File: src/rtl/instr_fetch_unit_if.sv
// Fetch-unit bus bundle: core redirect, instruction memory port and decoded-stage handshake.
// The master side is the fetch unit; the slave side is the memory plus core environment.
`timescale 1ns/1ps

interface instr_fetch_unit_if #(
    parameter int n = 32
);
    logic         Redirect;
    logic [n-1:0] RedirectPC;
    logic         MemReq;
    logic [n-1:0] MemAddr;
    logic         MemAck;
    logic [n-1:0] MemData;
    logic         InstrValid;
    logic [n-1:0] Instr;
    logic [n-1:0] InstrPC;
    logic         InstrReady;

    modport master (
        input  Redirect, RedirectPC, MemAck, MemData, InstrReady,
        output MemReq, MemAddr, InstrValid, Instr, InstrPC
    );

    modport slave (
        output Redirect, RedirectPC, MemAck, MemData, InstrReady,
        input  MemReq, MemAddr, InstrValid, Instr, InstrPC
    );
endinterface

File: src/rtl/instr_fetch_unit.sv
// Instruction fetch unit: one outstanding memory read at a time, feeding a 2-entry
// {PC, instruction} FIFO whose head lives in the registered output stage.
`timescale 1ns/1ps

module instr_fetch_unit #(
    parameter int           n        = 32,
    parameter logic [n-1:0] RESET_PC = 32'h0000_0000
) (
    input  logic                 Clk,
    input  logic                 Reset,
    instr_fetch_unit_if.master   bus
);

    typedef enum logic [1:0] {
        IDLE  = 2'd0,
        WAIT  = 2'd1,
        DRAIN = 2'd2
    } state_t;

    state_t       state_q, state_d;
    logic [n-1:0] fetch_pc_q, fetch_pc_d;
    logic         mem_req_q, mem_req_d;
    logic [n-1:0] mem_addr_q, mem_addr_d;

    // FIFO head doubles as the registered output stage; skid holds the second entry.
    logic         valid_q;
    logic [n-1:0] instr_q, instr_pc_q;
    logic [n-1:0] skid_instr_q, skid_pc_q;
    logic [1:0]   count_q;

    logic [n-1:0] redirect_pc;
    logic         push, pop;

    assign redirect_pc = {bus.RedirectPC[n-1:2], 2'b00};
    assign pop         = valid_q & bus.InstrReady;

    // NOTE: sequential state uses non-blocking assignments so every register samples
    // pre-edge values regardless of statement order.
    always_ff @(posedge Clk or negedge Reset) begin
        if (!Reset) begin
            state_q    <= IDLE;
            fetch_pc_q <= RESET_PC;
            mem_req_q  <= 1'b0;
            mem_addr_q <= '0;
        end else begin
            state_q    <= state_d;
            fetch_pc_q <= fetch_pc_d;
            mem_req_q  <= mem_req_d;
            mem_addr_q <= mem_addr_d;
        end
    end

    // NOTE: every always_comb output is defaulted first so no path leaves it unassigned,
    // which would otherwise infer a latch.
    always_comb begin
        state_d    = state_q;
        fetch_pc_d = fetch_pc_q;
        mem_req_d  = mem_req_q;
        mem_addr_d = mem_addr_q;
        push       = 1'b0;

        unique case (state_q)
            IDLE: begin
                // A redirect flushes the FIFO, so the target can be requested at once.
                if (bus.Redirect) begin
                    fetch_pc_d = redirect_pc;
                    state_d    = WAIT;
                    mem_req_d  = 1'b1;
                    mem_addr_d = redirect_pc;
                end else if (count_q < 2'd2) begin
                    state_d    = WAIT;
                    mem_req_d  = 1'b1;
                    mem_addr_d = fetch_pc_q;
                end
            end
            WAIT: begin
                if (bus.MemAck) begin
                    state_d   = IDLE;
                    mem_req_d = 1'b0;
                    if (bus.Redirect) begin
                        fetch_pc_d = redirect_pc;
                    end else begin
                        push       = 1'b1;
                        fetch_pc_d = fetch_pc_q + n'(4);
                    end
                end else if (bus.Redirect) begin
                    state_d    = DRAIN;
                    fetch_pc_d = redirect_pc;
                end
            end
            DRAIN: begin
                // The stale request stays on the bus until memory answers it.
                if (bus.Redirect) fetch_pc_d = redirect_pc;
                if (bus.MemAck) begin
                    state_d   = IDLE;
                    mem_req_d = 1'b0;
                end
            end
            default: begin
                state_d   = IDLE;
                mem_req_d = 1'b0;
            end
        endcase
    end

    always_ff @(posedge Clk or negedge Reset) begin
        if (!Reset) begin
            count_q    <= 2'd0;
            valid_q    <= 1'b0;
            instr_q    <= '0;
            instr_pc_q <= '0;
        end else if (bus.Redirect) begin
            // Flush wins over any same-cycle pop; Instr/InstrPC keep their last values.
            count_q <= 2'd0;
            valid_q <= 1'b0;
        end else begin
            unique case ({push, pop})
                2'b10: begin
                    count_q <= count_q + 2'd1;
                    if (count_q == 2'd0) begin
                        valid_q    <= 1'b1;
                        instr_q    <= bus.MemData;
                        instr_pc_q <= mem_addr_q;
                    end
                end
                2'b01: begin
                    count_q <= count_q - 2'd1;
                    if (count_q == 2'd2) begin
                        instr_q    <= skid_instr_q;
                        instr_pc_q <= skid_pc_q;
                    end else begin
                        valid_q <= 1'b0;
                    end
                end
                2'b11: begin
                    if (count_q == 2'd2) begin
                        instr_q    <= skid_instr_q;
                        instr_pc_q <= skid_pc_q;
                    end else begin
                        instr_q    <= bus.MemData;
                        instr_pc_q <= mem_addr_q;
                    end
                end
                default: ;
            endcase
        end
    end

    // NOTE: the skid entry is storage qualified by count_q, so it needs no reset.
    always_ff @(posedge Clk) begin
        if (push && (count_q != 2'd0) && !(pop && count_q == 2'd1)) begin
            skid_instr_q <= bus.MemData;
            skid_pc_q    <= mem_addr_q;
        end
    end

    assign bus.MemReq     = mem_req_q;
    assign bus.MemAddr    = mem_addr_q;
    assign bus.InstrValid = valid_q;
    assign bus.Instr      = instr_q;
    assign bus.InstrPC    = instr_pc_q;

endmodule

File: src/flat_wrapper.sv
// flat-port wrapper written by rule: the top's interface ports become plain ports
module instr_fetch_unit_flat 
#(
    parameter int           n        = 32,
    parameter logic [n-1:0] RESET_PC = 32'h0000_0000
)
  (Clk, Reset, bus_Redirect, bus_RedirectPC, bus_MemAck, bus_MemData, bus_InstrReady, bus_MemReq, bus_MemAddr, bus_InstrValid, bus_Instr, bus_InstrPC);
  instr_fetch_unit_if #(.n(n)) bus_i ();
  input  logic Clk;
  input  logic Reset;
  input wire logic [$bits(bus_i.Redirect)-1:0] bus_Redirect;
  input wire logic [$bits(bus_i.RedirectPC)-1:0] bus_RedirectPC;
  input wire logic [$bits(bus_i.MemAck)-1:0] bus_MemAck;
  input wire logic [$bits(bus_i.MemData)-1:0] bus_MemData;
  input wire logic [$bits(bus_i.InstrReady)-1:0] bus_InstrReady;
  output wire logic [$bits(bus_i.MemReq)-1:0] bus_MemReq;
  output wire logic [$bits(bus_i.MemAddr)-1:0] bus_MemAddr;
  output wire logic [$bits(bus_i.InstrValid)-1:0] bus_InstrValid;
  output wire logic [$bits(bus_i.Instr)-1:0] bus_Instr;
  output wire logic [$bits(bus_i.InstrPC)-1:0] bus_InstrPC;
  assign bus_i.Redirect = bus_Redirect;
  assign bus_i.RedirectPC = bus_RedirectPC;
  assign bus_i.MemAck = bus_MemAck;
  assign bus_i.MemData = bus_MemData;
  assign bus_i.InstrReady = bus_InstrReady;
  assign bus_MemReq = bus_i.MemReq;
  assign bus_MemAddr = bus_i.MemAddr;
  assign bus_InstrValid = bus_i.InstrValid;
  assign bus_Instr = bus_i.Instr;
  assign bus_InstrPC = bus_i.InstrPC;
  instr_fetch_unit #(.n(n), .RESET_PC(RESET_PC)) u_core (.Clk(Clk), .Reset(Reset), .bus(bus_i));
endmodule
File: config.mk
export PLATFORM = sky130hd
export DESIGN_NAME = instr_fetch_unit_flat
export DESIGN_NICKNAME = d
export VERILOG_FILES = /design/src/rtl/instr_fetch_unit_if.sv /design/src/rtl/instr_fetch_unit.sv /design/src/flat_wrapper.sv
export SDC_FILE = /design/constraint.sdc
export NUM_CORES = 1
export LEC_CHECK = 0
export ABC_AREA = 1
export BUFFER_PORTS_ARGS = -buffer_cell sky130_fd_sc_hd__buf_2
export CORE_UTILIZATION = 40
export DETAILED_ROUTE_END_ITERATION = 8
export GPL_ROUTABILITY_DRIVEN = 0
export MAX_ROUTING_LAYER = met4
export PLACE_DENSITY_LB_ADDON = 0.3
export SLEW_MARGIN = 20
export SYNTH_ARGS = -nofsm -noshare
export SYNTH_HDL_FRONTEND = slang
export SYNTH_SLANG_ARGS = --single-unit
File: constraint.sdc
create_clock -name Clk -period 5.5 [get_ports Clk]
set_input_delay 0.55 -clock Clk [delete_from_list [all_inputs] [get_ports Clk]]
set_output_delay 0.55 -clock Clk [all_outputs]
set_load 0.01 [all_outputs]
==> reports/results.txt, run 1 <==
Largest net degree at the start of global routing -> 97
I/O pins -> 167
Syn nets -> 1,118
Die W -> 152 um
Total wire length -> 21,400 um
Max frequency -> 355 MHz
Max Root-Sink Buffers -> 2
Sequential fraction of the synthesis area -> 58.8%
Worst Setup End Kind -> register
CP Launch Type -> primary input
Dominant cells by area after synthesis -> dfrtp_1 (37%), edfxtp_1 (21%), nand2_1 (14%)
Number of antenna diodes -> 0
Slew Limit Fails -> 0
DP Wirelength -> 14,800 um
Die height -> 152 um
RSZ-0062 raised after global routing -> false
Max-cap violations -> 0
Crit path arrival time -> 3.11 ns
1st-pass router iterations -> 5
Commonest non-fill, non-tap cell in the layout -> nand2_1
Setup Fix Bufs, Post-CTS -> 0
R2r worst-path depth -> 8
Final Worst Setup Slack -> 2.69 ns
I/O Buffers -> 164
Worst Skew -> 0.00830 ns
WL/cell -> 14.5 um
Final std cells w/o fill -> 1,477
Total of fill cells in the finished design -> 2,160
Critical path type -> primary input to register
Initial antenna violation count -> 0
Initial Utilization -> 41.0%
Reg2reg start -> u_core.state_q[1]
Final-stage net count -> 1,261
Synthesis Warnings -> 0
DR vias -> 7,054
Ys flop type -> dfrtp_1
Cell taking the most area after synthesis -> dfrtp_1
Area delta synth->final -> 18.5%
Total Die Area -> 0.0230 mm^2
Syn Inst Count -> 1,041
Hold bufs inserted after CTS -> 0
Synth cell types -> 29
Number of synthesized flops with an enable pin -> 64
CTS tree -> done
Clk sinks -> 198
PostCTS Resize Cnt -> 0
TritonCTS Buffers -> 17
First-pass GRT wire length -> 33,500 um
Status -> completed
Worst-path maximum fanout -> 72
Synth Area in XOR/XNOR -> 0%
Adder-Cell Fraction of Synth Area -> 1.12%
Dpl ws -> 2.20 ns
Peak VDD IR -> 0.196 mV
Post-Synthesis Cell Area -> 0.00897 mm^2
Relative slew slack -> 38.6%
Measured slew at the worst slew-check pin -> 0.921 ns
Internal reg-to-reg setup slack -> 2.81 ns
Share of flip-flops with an asynchronous set or reset -> 67.7%
First DRT Iteration DRCs -> 456
Clk root buf -> clkbuf_16
Global-route usage over all layers -> 19.5%
CP required -> 5.79 ns
Final min period -> 2.81 ns
Compound-Gate Fraction of Synth Area -> 14.0%
Tcrit/Tclk final -> 51.1%
Clk_lat worst skew -> 0.42 ns
P_leak -> 5.18 nW
CTS H-tree depth -> 4
CP startpoint -> bus_Redirect
Setup TNS -> 0 ns
Type of the tightest min-delay check -> primary input to async pin
DR DRC count -> 0
DR vias/cell -> 4.78
Global route total overflow -> 0
Antenna viol nets, final -> 0
Worst R2R End -> u_core.bus.Instr[20]
Rows -> 54
Core Region -> 0.0219 mm^2
Mean Syn Cell Area -> 8.62 um^2
Mux contribution to synthesized area -> 0%
Cell area power density -> 498 mW/mm^2
Clk slew on worst S/H paths -> 0.07 ns
End point of the critical path -> u_core.bus.Instr[20]
Final setup violation count -> 0
Flops & latches, synth -> 198
Fraction of layout cells with a size suffix above 1 -> 17.6%
Final hold vios -> 0
Vias in the first global route -> 6,303
Placed cell count -> 1,445
Simple-Gate Fraction of Synth Area -> 18.7%
Share of the synthesized area in the top cell type -> 37.4%
Commonest cells after routing, fill and taps aside -> nand2_1 (326), o21ai_0 (223), buf_2 (163), dfrtp_1 (134), inv_1 (114)
Largest family of logic cells by synthesized area -> simple AND/OR/NAND/NOR gates
[layer usage]
metal	up-vias	part of all wire, %	global-route usage (%)
met5	-	0	-
met4	0	1.6	5.45
met3	21	4.5	3.50
met2	158	45	29.1
met1	3208	49	27.2
li1	3667	-	-
[per-stage QoR]
stage                     hold slack [ns]  util (%)  total power, mW  area (um^2)
after floorplan                     0.254         -             3.36         8970
after global placement              0.446      45.9             4.04        10000
after detailed placement            0.452      45.9             4.10        10000
after CTS                           0.258      48.5             5.35        10600
after global routing                0.290      48.5             5.70        10600
final                               0.212      48.5             5.29        10600
[Yosys cell counts, drive strengths merged (2+ instances only)]
cell type	instances
nand2	326
ha	8
nand4	10
nor3	8
nand3	33
inv	115
o21ai	235
buf	17
edfxtp	64
nor2	44
a21oi	5
clkbuf	32
o211ai	2
dfrtp	134
a21boi	2
[kinds of logic (layout without fill, tap and decap cells)]
| family | Yosys count | after routing |
|---|---|---|
| AOI/OAI and AO/OA | 247 | 247 |
| adders and majority gates | 8 | 8 |
| DFF | 198 | 198 |
| buffers and inverters | 165 | 321 |
| and+or+nand+nor | 423 | 423 |
[cell type report]
cell class / instances / area (um^2) / area share, %
Clock buffer: 19 / 443 / 4.17
Clock inverter: 13 / 138 / 1.30
Inverter: 116 / 435 / 4.10
Multi-Input combinational cell: 678 / 3080 / 29.0
Sequential cell: 198 / 5280 / 49.6
Tap cell: 280 / 350 / 3.30
Timing Repair Buffer: 173 / 907 / 8.54
[how the worst min path moves through the flow]
stage                           startpoint                 endpoint  slack (ns)
finish                               Reset        u_core.bus.MemReq        0.21
global route               bus_MemData[31]  u_core.skid_instr_q[31]        0.29
CTS                                  Reset        u_core.bus.MemReq        0.26
detailed placement  u_core.bus.MemAddr[15]     u_core.skid_pc_q[15]        0.45
global placement     u_core.bus.MemAddr[0]      u_core.skid_pc_q[0]        0.45
floorplan                            Reset    u_core.bus.InstrPC[0]        0.25
[registers in the layout, summed over array words and instances, names as in the netlist]
register / count
u_core.count_q: 2
u_core.bus.InstrValid: 1
u_core.skid_instr_q: 32
u_core.fetch_pc_q: 32
u_core.skid_pc_q: 32
u_core.bus.MemReq: 1
u_core.bus.Instr: 32
u_core.bus.InstrPC: 32
u_core.state_q: 2
u_core.bus.MemAddr: 32
[critical path, stage by stage]
cell,delay [ns]
buf_2,0.11
inv_2,0.46
nand3_2,0.33
o21ai_0,0.37
nand3_4,0.59
buf_4,0.49
nand2_1,0.09
o21ai_0,0.08
[report_power, final]
| part | leakage, nW | switching, mW | internal, mW | total [mW] |
|---|---|---|---|---|
| registers | 2.25 | 0.313 | 2.02 | 2.33 |
| clock network | 0.279 | 0.583 | 0.652 | 1.24 |
| logic | 2.65 | 1.11 | 0.609 | 1.72 |
| total | 5.18 | 2.00 | 3.28 | 5.29 |
Power figures use the tool's default switching activity.
==> run 2, diff against run 1 <==
--- a/config.mk
+++ b/config.mk
@@ -5,7 +5,7 @@
 export SDC_FILE = /design/constraint.sdc
 export NUM_CORES = 1
 export LEC_CHECK = 0
-export ABC_AREA = 1
+export ABC_AREA = 0
 export BUFFER_PORTS_ARGS = -buffer_cell sky130_fd_sc_hd__buf_2
 export CORE_UTILIZATION = 40
 export DETAILED_ROUTE_END_ITERATION = 8
==> constraint.sdc (replaced) <==
create_clock -name Clk -period 2.5 [get_ports Clk]
set_input_delay 0.25 -clock Clk [delete_from_list [all_inputs] [get_ports Clk]]
set_output_delay 0.25 -clock Clk [all_outputs]
set_load 0.01 [all_outputs]
==> reports/results.txt, run 2 <==
Commonest cells after routing, fill and taps aside -> buf_2 (163), dfrtp_1 (134), a21oi_1 (99), nor2_1 (83), mux2i_1 (82)
Clk slew on worst S/H paths -> 0.08 ns
Final setup violation count -> 0
Total of fill cells in the finished design -> 1,997
Core Region -> 0.0213 mm^2
Largest family of logic cells by synthesized area -> compound AO/OA/AOI/OAI gates
Psw -> 3.99 mW
1st-pass router iterations -> 4
Sequential Power Share -> 45.5%
Sw frac -> 35.4%
Initial antenna violation count -> 0
Simple-Gate Fraction of Synth Area -> 12.5%
Share of the synthesized area in the top cell type -> 38.1%
I/O Buffers -> 164
Max frequency -> 426 MHz
Measured slew at the worst slew-check pin -> 0.630 ns
Post-Synthesis Cell Area -> 0.00881 mm^2
DP Wirelength -> 14,100 um
Critical path type -> register to register
Dpl ws -> 0.122 ns
P_leak -> 4.94 nW
CTS H-tree depth -> 4
WL/cell -> 16.5 um
Global-route usage over all layers -> 19.3%
Fraction of layout cells with a size suffix above 1 -> 24.1%
First-pass GRT wire length -> 32,800 um
Die height -> 150 um
Worst Setup End Kind -> register
Internal power -> 7.30 mW
Status -> completed
CP required -> 2.86 ns
DR DRC count -> 0
Final min period -> 2.35 ns
Sequential fraction of the synthesis area -> 59.9%
Relative slew slack -> 57.9%
Antenna viol nets, final -> 0
Total Die Area -> 0.0226 mm^2
Synth cell count leaders -> dfrtp_1 (134), a21oi_1 (100), nor2_1 (83), mux2i_1 (82), nand2_1 (73)
Number of antenna diodes -> 0
Mean Syn Cell Area -> 11.0 um^2
Final Worst Setup Slack -> 0.153 ns
Clk root buf -> clkbuf_16
Slew Limit Fails -> 0
Power share of the clock group -> 23.9%
Initial Utilization -> 41.4%
Cell taking the most area after synthesis -> dfrtp_1
Logic gate share of total power -> 30.5%
Syn Inst Count -> 799
Flops & latches, synth -> 198
Crit path arrival time -> 2.71 ns
DR vias/cell -> 5.25
Synthesis Warnings -> 0
Most frequent cell after synthesis -> dfrtp_1
First DRT Iteration DRCs -> 416
Final hold vios -> 0
Rows -> 53
Share of flip-flops with an asynchronous set or reset -> 67.7%
Setup Fix Bufs, Post-CTS -> 0
Hold WS -> 0.0223 ns
Synth Area in XOR/XNOR -> 0.199%
Tcrit/Tclk final -> 93.9%
Max-cap violations -> 0
Compound-Gate Fraction of Synth Area -> 14.2%
Area delta synth->final -> 22.2%
Global route total overflow -> 0
Mux contribution to synthesized area -> 9.32%
Max Root-Sink Buffers -> 2
Syn nets -> 876
Worst-path maximum fanout -> 6
Die W -> 150 um
Type of the tightest min-delay check -> primary input to register
Number of synthesized flops with an enable pin -> 64
Peak VDD IR -> 0.478 mV
Ys flop type -> dfrtp_1
CTS tree -> done
Synth cell types -> 52
Clk_lat worst skew -> 0.43 ns
Worst Skew -> 0.0140 ns
I/O pins -> 167
Adder-Cell Fraction of Synth Area -> 1.14%
Largest net degree at the start of global routing -> 76
TritonCTS Buffers -> 17
RSZ-0062 raised after global routing -> false
Vias in the first global route -> 6,270
CP Launch Type -> register
Commonest non-fill, non-tap cell in the layout -> buf_2
Final-stage net count -> 1,043
DR vias -> 6,584
Cell area power density -> 1050 mW/mm^2
Dominant cells by area after synthesis -> dfrtp_1 (38%), edfxtp_1 (22%), mux2i_1 (9.3%)
Total wire length -> 20,700 um
Clk sinks -> 198
[run 2: kinds of logic after synthesis]
group	after synthesis
and+or+nand+nor	234
AOI/OAI and AO/OA	213
DFF	198
muxes	82
buffers and inverters	62
adders and majority gates	8
xor gates and xnor gates	2
[run 2: power groups by stage]
stage               Combinational (mW)  Sequential [mW]  Clock (mW)
floorplan                         1.67             5.44           0
global placement                  3.42             5.17           0
detailed placement                3.48             5.22           0
CTS                               3.51             5.16        2.77
global route                      3.89             5.31        2.89
finish                            3.45             5.14        2.70
[run 2: final timing paths]
| path | startpoint | end | slack, ns | depth (start not counted) |
|---|---|---|---|---|
| setup / recovery | u_core.state_q[1] | u_core.fetch_pc_q[27] | 0.15 | 7 |
| hold / removal | bus_MemData[24] | u_core.skid_instr_q[24] | 0.02 | 1 |
| setup reg to reg | u_core.state_q[1] | u_core.fetch_pc_q[27] | 0.15 | 7 |
| hold reg to reg | u_core.bus.MemAddr[4] | u_core.skid_pc_q[4] | 0.50 | 0 |
| max in group asynchronous | Reset | u_core.bus.MemAddr[7] | 1.42 | 3 |
| min in group asynchronous | Reset | u_core.bus.MemAddr[28] | 0.37 | 2 |
[run 2: metal layers]
metal | GRT usage (%) | vias up | routed length, um
met5 | - | - | 0
met2 | 29.9 | 153 | 9650
met1 | 26.1 | 3183 | 9810
met4 | 5.30 | 0 | 251
li1 | - | 3229 | -
met3 | 3.45 | 19 | 986
[run 2: worst max-delay path, cell delays in order, from the launching register on]
cell	delay, ns
dfrtp_1	0.41
ha_1	0.24
or4b_4	0.53
buf_4	0.18
nor4_2	0.30
nand2_1	0.11
or4_1	0.41
nand3_1	0.10
[run 2: timing repair]
action,4_1_cts,5_1_grt
setup endpoints to repair,0,4
gates resized for setup,0,2
hold endpoints to repair,63,1
hold buffers,9,1
[run 2: cell type report]
cell class	instances	area [um^2]	area share, %
clock inverter	12	119	1.10
sequential	198	5280	49.0
inverter	13	48.8	0.453
tap	275	344	3.20
clock buffer	20	457	4.24
multi-input combinational	539	3350	31.1
timing repair buffer	197	1170	10.9
[run 2: metrics by stage]
stage | TNS [ns] | util [%] | area (um^2) | power [mW] | std cells
5_1_grt | 0 | 50.6 | 10800 | 12.1 | 1254
2_1_floorplan | -34.10 | - | 8840 | 7.11 | 799
6_report | 0 | 50.6 | 10800 | 11.3 | 1254
3_5_place_dp | 0 | 47.4 | 10100 | 8.70 | 1212
4_1_cts | 0 | 50.5 | 10700 | 11.4 | 1253
3_3_place_gp | 0 | 47.4 | 10100 | 8.59 | 1212
==> run 3, diff against run 2 <==
--- a/config.mk
+++ b/config.mk
@@ -7,12 +7,11 @@
 export LEC_CHECK = 0
 export ABC_AREA = 0
 export BUFFER_PORTS_ARGS = -buffer_cell sky130_fd_sc_hd__buf_2
-export CORE_UTILIZATION = 40
+export CORE_UTILIZATION = 30
 export DETAILED_ROUTE_END_ITERATION = 8
 export GPL_ROUTABILITY_DRIVEN = 0
 export MAX_ROUTING_LAYER = met4
 export PLACE_DENSITY_LB_ADDON = 0.3
-export SLEW_MARGIN = 20
 export SYNTH_ARGS = -nofsm -noshare
 export SYNTH_HDL_FRONTEND = slang
 export SYNTH_SLANG_ARGS = --single-unit
==> reports/results.txt, run 3 (synthesized netlist as in run 2, its figures left out) <==
Commonest non-fill, non-tap cell in the layout -> buf_2
Area delta synth->final -> 26.5%
Worst-path maximum fanout -> 9
Peak VDD IR -> 0.451 mV
Slowest-stage cell, CP -> or4b_4
Initial Utilization -> 30.6%
WL/cell -> 16.4 um
Final std cells w/o fill -> 1,386
CP required -> 2.81 ns
Clk_lat worst skew -> 0.43 ns
Global route total overflow -> 0
RSZ-0062 raised after global routing -> false
First DRT Iteration DRCs -> 439
Worst path max stage delay -> 0.51 ns
Status -> completed
Clk root buf -> clkbuf_16
Die height -> 173 um
Global-route usage over all layers -> 15.9%
Clk slew on worst S/H paths -> 0.07 ns
Crit path cell chain -> inv_2 > ha_1 > or4b_4 > or4_1 > buf_4 > nor3_2 > mux2i_1 > nand2_1
Cell area after layout -> 0.0111 mm^2
Internal reg-to-reg setup slack -> 0.13 ns
Crit path arrival time -> 2.68 ns
Largest net degree at the start of global routing -> 67
Max frequency -> 422 MHz
Area of the multi-input gates -> 0.00336 mm^2
P_leak -> 5.04 nW
Final setup violation count -> 0
DR vias -> 6,600
Fraction of layout cells with a size suffix above 1 -> 24.6%
I/O Buffers -> 164
Total wire length -> 22,700 um
Cell area power density -> 1040 mW/mm^2
Layout Utilization -> 38.7%
DR DRC count -> 0
Die W -> 173 um
Placed cell count -> 1,330
Relative slew slack -> 55.7%
1st-pass router iterations -> 4
Final hold vios -> 0
I/O pins -> 167
First-pass GRT wire length -> 36,700 um
DP Wirelength -> 15,900 um
Total Die Area -> 0.0301 mm^2
Critical path type -> register to register
CTS tree -> done
Worst Skew -> 0.0124 ns
CP Launch Type -> register
Clk sinks -> 198
Measured slew at the worst slew-check pin -> 0.664 ns
Max Root-Sink Buffers -> 2
Vias in the first global route -> 6,632
Register area -> 0.00528 mm^2
Max-cap violations -> 0
Tcrit/Tclk final -> 94.8%
Final min period -> 2.37 ns
Commonest cells after routing, fill and taps aside -> buf_2 (163), dfrtp_1 (134), a21oi_1 (99), nor2_1 (83), mux2i_1 (82)
Final-stage net count -> 1,063
Slew Limit Fails -> 0
Initial antenna violation count -> 3
Hold WS -> 0.0235 ns
Type of the tightest min-delay check -> primary input to register
Total of fill cells in the finished design -> 2,843
Area after DPL -> 0.0103 mm^2
TritonCTS Buffers -> 17
Worst Setup End Kind -> register
Rows -> 62
Setup Fix Bufs, Post-CTS -> 0
Core Region -> 0.0288 mm^2
DR vias/cell -> 4.76
CTS H-tree depth -> 4
Antenna viol nets, final -> 0
## run 3: changes by cell type in the layout (fill, tap and decap cells not counted), moves of 2 or more
cell | previous run | this run
clkbuf_8 | 2 | 0
bufinv_16 | 1 | 3
buf_12 | 6 | 8
diode_2 | 0 | 3
buf_4 | 17 | 24
clkinvlp_4 | 3 | 5
dlygate4sd3_1 | 10 | 21
clkinv_4 | 2 | 0
## run 3: worst paths after layout
check | from | end | depth (start not counted)
worst min register to register | u_core.fetch_pc_q[0] | u_core.fetch_pc_q[0] | 1
worst min-delay path | bus_MemData[19] | u_core.skid_instr_q[19] | 1
max in group asynchronous | Reset | u_core.bus.MemAddr[7] | 3
worst max register to register | u_core.state_q[1] | u_core.fetch_pc_q[20] | 8
worst max-delay path | u_core.state_q[1] | u_core.fetch_pc_q[20] | 8
min in group asynchronous | Reset | u_core.bus.Instr[26] | 2
## run 3: critical path: cells and delay by family, from the launching register on
| family | cells | cell delay (ns) |
|---|---|---|
| adder cells (fa/ha/maj) | 1 | 0.21 |
| buffers and inverters | 2 | 0.27 |
| flip-flops | 1 | 0.39 |
| multiplexers | 1 | 0.21 |
| AND/OR/NAND/NOR | 4 | 1.17 |
## run 3: metrics by stage
step	total power, mW	TNS, ns	worst slack (ns)
floorplan	7.11	-34.10	-0.533
global placement	8.67	0	0.138
detailed placement	8.79	0	0.0961
CTS	11.7	0	0.0796
global route	12.4	0	0.0121
finish	11.6	0	0.129
## run 3: cell type report
type                            count  area share (%)
Antenna cell                        3          0.0673
Clock buffer                       19            3.88
Clock inverter                     13            1.53
Inverter                           13           0.438
Multi-Input combinational cell    539            30.1
Sequential cell                   198            47.3
Tap cell                          384            4.31
Timing Repair Buffer              217            12.4
## run 3: metal layers
metal	GRT usage [%]	share of wire (%)	up-vias
met2	25.1	47	138
met4	3.36	0.84	0
li1	-	-	3269
met3	3.60	4.5	12
met1	21.0	48	3181
met5	-	0	-
## run 3: repair_timing
action	in CTS	in global routing
endpoints found under the setup margin	0	8
resized for setup	0	3
hold buffers	20	1
hold endpoints to repair	81	1
## run 3: power by group
part           switching (mW)  internal (mW)  leakage, nW
logic                    2.05           1.49         2.59
clock network            1.26           1.59        0.279
registers               0.772           4.39         2.17
total                    4.08           7.47         5.04
